**config.mk**
```make
export PLATFORM = sky130hd
export DESIGN_NAME = mcp01_alu_stage
export DESIGN_NICKNAME = d
export VERILOG_FILES = /design/src/rtl/mcp01_pkg.sv /design/src/rtl/mcp01_mux2.sv /design/src/rtl/mcp01_alu_stage.sv
export SDC_FILE = /design/constraint.sdc
export NUM_CORES = 1
export LEC_CHECK = 0
export CELL_PAD_IN_SITES_DETAIL_PLACEMENT = 1
export CELL_PAD_IN_SITES_GLOBAL_PLACEMENT = 1
export CORE_ASPECT_RATIO = 0.75
export CORE_MARGIN = 2
export CORE_UTILIZATION = 32
export DETAILED_ROUTE_END_ITERATION = 6
export PLACE_DENSITY = 0.84
export SYNTH_ARGS = -nofsm -noshare
export SYNTH_HDL_FRONTEND = slang
export SYNTH_HIERARCHICAL = 1
export SYNTH_SLANG_ARGS = --single-unit
```
**constraint.sdc**
```tcl
create_clock -name clk -period 5.2 [get_ports clk]
set_input_delay 0.52 -clock clk [delete_from_list [all_inputs] [get_ports clk]]
set_output_delay 0.52 -clock clk [all_outputs]
set_load 0.05 [all_outputs]
```
**src/rtl/mcp01_pkg.sv**
```systemverilog
// Shared constants for the mcp01 ALU stage: data/address widths and ALU opcodes.
package mcp01_pkg;

  localparam int DATA_W = 8;
  localparam int ADDR_W = 5;

  typedef enum logic [1:0] {
    ALU_ADD = 2'b00,
    ALU_SUB = 2'b01,
    ALU_AND = 2'b10,
    ALU_NOT = 2'b11
  } alu_op_e;

endpackage

```
**src/rtl/mcp01_mux2.sv**
```systemverilog
// Generic 2:1 multiplexer used for the operand A, operand B and next-PC selects.
module mcp01_mux2 #(
  parameter int WIDTH = 8
) (
  input  logic             sel,
  input  logic [WIDTH-1:0] in0,
  input  logic [WIDTH-1:0] in1,
  output logic [WIDTH-1:0] y
);

  assign y = sel ? in1 : in0;

endmodule

```
**src/rtl/mcp01_alu_stage.sv**
```systemverilog
// ALU stage: operand muxes, 4-op ALU, next-PC mux and ALU output register.
// Optional registered zero/carry flags are built when MCP01_ALU_FLAGS_EN is defined.
module mcp01_alu_stage
  import mcp01_pkg::*;
#(
  parameter logic [DATA_W-1:0] INC_CONST = 8'h01
) (
  input  logic              clk,
  input  logic              rst,
  input  logic [ADDR_W-1:0] pc,
  input  logic [ADDR_W-1:0] ir_addr,
  input  logic [DATA_W-1:0] op1,
  input  logic [DATA_W-1:0] op2,
  input  logic              alu_src_a,
  input  logic              alu_src_b,
  input  logic [1:0]        alu_control,
  input  logic              pc_sel,
  output logic [DATA_W-1:0] alu_result,
  output logic [DATA_W-1:0] alu_out,
  output logic [ADDR_W-1:0] pc_next
`ifdef MCP01_ALU_FLAGS_EN
  ,
  output logic              zero,
  output logic              carry
`endif
);

  logic [DATA_W-1:0] opnd_a;
  logic [DATA_W-1:0] opnd_b;
  logic [DATA_W-1:0] pc_ext;
  logic [DATA_W-1:0] alu_out_d;
  logic [DATA_W-1:0] alu_out_q;

  assign pc_ext = {{(DATA_W-ADDR_W){1'b0}}, pc};

  mcp01_mux2 #(.WIDTH(DATA_W)) u_mux_a (
    .sel (alu_src_a),
    .in0 (pc_ext),
    .in1 (op1),
    .y   (opnd_a)
  );

  mcp01_mux2 #(.WIDTH(DATA_W)) u_mux_b (
    .sel (alu_src_b),
    .in0 (INC_CONST),
    .in1 (op2),
    .y   (opnd_b)
  );

  always_comb begin
    alu_result = '0;
    case (alu_control)
      ALU_ADD: alu_result = opnd_a + opnd_b;
      ALU_SUB: alu_result = opnd_a - opnd_b;
      ALU_AND: alu_result = opnd_a & opnd_b;
      default: alu_result = ~opnd_a;
    endcase
  end

  // Upper result bits are dropped, so the PC wraps modulo 32.
  mcp01_mux2 #(.WIDTH(ADDR_W)) u_mux_pc (
    .sel (pc_sel),
    .in0 (alu_result[ADDR_W-1:0]),
    .in1 (ir_addr),
    .y   (pc_next)
  );

  always_comb begin
    alu_out_d = alu_result;
  end

  always_ff @(posedge clk or negedge rst) begin
    if (!rst) begin
      alu_out_q <= '0;
    end else begin
      alu_out_q <= alu_out_d;
    end
  end

  assign alu_out = alu_out_q;

`ifdef MCP01_ALU_FLAGS_EN
  logic [DATA_W:0] add_wide;
  logic            zero_d;
  logic            carry_d;
  logic            zero_q;
  logic            carry_q;

  assign add_wide = {1'b0, opnd_a} + {1'b0, opnd_b};

  // Carry means carry-out on ADD and unsigned borrow on SUB.
  always_comb begin
    zero_d  = (alu_result == '0);
    carry_d = 1'b0;
    case (alu_control)
      ALU_ADD: carry_d = add_wide[DATA_W];
      ALU_SUB: carry_d = (opnd_a < opnd_b);
      default: carry_d = 1'b0;
    endcase
  end

  always_ff @(posedge clk or negedge rst) begin
    if (!rst) begin
      zero_q  <= 1'b0;
      carry_q <= 1'b0;
    end else begin
      zero_q  <= zero_d;
      carry_q <= carry_d;
    end
  end

  assign zero  = zero_q;
  assign carry = carry_q;
`endif

endmodule

```
==> flow_summary.json <==
{
  "outcome": "finished, final reports clean",
  "synth_cell_types": 35,
  "cts_resized": 0,
  "syn2layout_area_growth_pct": 53.8,
  "cts_tree": "yes",
  "fp.dieW_um": 74.2,
  "antenna_found_initial": 0,
  "antenna_cells": 0,
  "cp-start-kind": "input pin",
  "drive_gt1_share_pct": 16.6,
  "synth_seq_cells": 8,
  "ir_worst_vdd_v": 0.000135,
  "die_h_um": 56.6,
  "drc": 0,
  "hold_class": "input pin to async pin",
  "final_cell_mix": "52 x clkdlybuf4s50_1, 16 x mux2_4, 11 x o21ai_0, 11 x conb_1",
  "max_freq_mhz": 203,
  "ioPinCount": 54,
  "grt-ovfl-total": 0,
  "vias": 1148,
  "cts_buffers": 3,
  "grt_pass1_wl_mm": 5.42,
  "clk_pin_slew_ns": 0.04,
  "avgSynthCellArea_sq_um": 9.30,
  "hold_viol": 0,
  "nets": 232,
  "startpoint": "alu_src_b",
  "ant_nets": 0,
  "finalSetupTns_ns": 0,
  "clk_path_buf_depth": 2,
  "portBuffers": 53,
  "synth_edf_count": 0,
  "tightest_slew_ns": 0.579,
  "hold_ws_ns": 0.571,
  "gp_congestion": 0.862,
  "report.final.slew_viol_count": 0,
  "grtUsageTotal_pct": 16.5,
  "p_per_area_nw_per_um2": 302,
  "slew_headroom_pct": 61.3,
  "postSynth.asyncResetShare_pct": 100,
  "timing.final.crit_period_ns": 4.94,
  "synth_top_area_share_pct": 20.3,
  "wl_per_cell_um": 13.6,
  "synth_area_leader_cell": "mux2_4",
  "syn_inst": 127,
  "n_fill_cell": 418,
  "seq_area_frac_synth_pct": 16.9,
  "dr.pass1.iters": 4,
  "post-route-period-util_pct": 94.9,
  "rsz0062_at_grt": "no",
  "crit_path_end_kind": "output pin",
  "syn_area_sq_um": 1180,
  "required_ns": 4.68,
  "drtIter0Drc": 21,
  "via_per_inst": 4.80,
  "largest_reg_flops": 8,
  "cts_setup_buffers": 0,
  "crit_fanout": 8,
  "rows": 19,
  "hpwl_mm": 2.90,
  "dieArea_sq_um": 4200,
  "ctsHoldBuffers": 0,
  "cap_violations": 0,
  "crit_arrival_ns": 4.42,
  "core_sq_um": 3590,
  "cts-root-buf": "clkbuf_8",
  "ys_warn_count": 6,
  "cts_sinks": 8,
  "crit_type": "input pin to output pin",
  "grt_max_degree": 18,
  "totalWireLength_mm": 3.26,
  "p_leak_nw": 0.789,
  "synth.area.top_cells": "mux2_4 20%, dfrtp_1 17%, ha_1 9.5%",
  "synthFlopType": "dfrtp_1",
  "htree_levels": 1,
  "start_util_pct": 32.9,
  "setup_viol": 0,
  "final_common_cell": "clkdlybuf4s50_1",
  "first_global_vias": 1180
}
## per-layer routing
layer / GRT usage [%] / routed length [um] / up-vias
met2: 30.4 / 1540 / 46
met1: 19.5 / 1440 / 528
met4: 5.19 / 59 / 0
met3: 2.15 / 230 / 9
li1: - / - / 565
met5: 0 / 0 / -
## logic make-up (layout without fill, tap and decap cells)
group	count (synthesis)	count (layout)	share of synthesized area (%)
buffers and inverters	13	64	5.61
flip-flops	8	8	16.9
AO/OA/AOI/OAI	26	26	13.1
other	2	11	0.636
multiplexers	25	25	28.7
XOR/XNOR	11	11	8.16
adder cells (fa/ha/maj)	10	10	11.2
AND/OR/NAND/NOR	32	32	15.6
## critical path, stage by stage
cell and delay, ns:
clkdlybuf4s50_1 0.76, mux2_4 0.38, inv_1 0.09, ha_1 0.19
nor2_1 0.07, xnor2_1 0.15, ha_1 0.33, nor2b_1 0.15
o21ai_0 0.25, a21boi_0 0.21, o31ai_1 0.44, clkdlybuf4s50_1 0.89
## metrics by stage
step	cell area (sq um)	power, W	worst slack (ns)	util (%)	instances
after floorplan	1210	0.000349	0.602	-	136
after global placement	1780	0.000466	0.400	49.5	236
after detailed placement	1780	0.000479	0.223	49.5	236
after CTS	1820	0.000552	0.231	50.6	239
after global routing	1820	0.000580	0.0338	50.6	239
final	1820	0.000548	0.265	50.6	239
## where the power goes
group,internal [W],total (W),switching [W]
logic,0.000153,0.000394,0.000241
clock network,0.0000499,0.0000715,0.0000216
registers,0.0000781,0.0000823,0.00000427
## worst paths after layout
check | cells past startpoint | endpoint | slack, ns
max | 12 | alu_result[4] | 0.26
min | 1 | alu_out[3] | 0.57
max in group asynchronous | 1 | alu_out[0] | 4.38
min in group clk | 3 | alu_out[1] | 1.16
## cell usage after synthesis (2+ instances only)
| master | number |
|---|---|
| nor2_1 | 5 |
| buf_6 | 2 |
| nor3_1 | 4 |
| a31oi_1 | 2 |
| a21oi_1 | 5 |
| xor2_1 | 2 |
| mux2_2 | 7 |
| ha_1 | 9 |
| mux2_4 | 16 |
| a21o_1 | 2 |
| nand2_1 | 8 |
| nand3_1 | 6 |
| conb_1 | 2 |
| mux2i_1 | 2 |
| buf_2 | 2 |
| nor3b_1 | 2 |
| dfrtp_1 | 8 |
| xnor2_1 | 9 |
| nor2b_1 | 2 |
| inv_1 | 7 |
| o21ai_0 | 11 |
## final cells by class
class | count | area [sq um] | area share (%)
well taps | 52 | 65.1 | 3.58
flip-flops and latches | 8 | 200 | 11.0
clock buffers | 3 | 41.3 | 2.27
inverters | 7 | 26.3 | 1.45
repair buffers | 54 | 536 | 29.5
multi-input cells | 115 | 948 | 52.2
(Power assumes the default switching activity.)
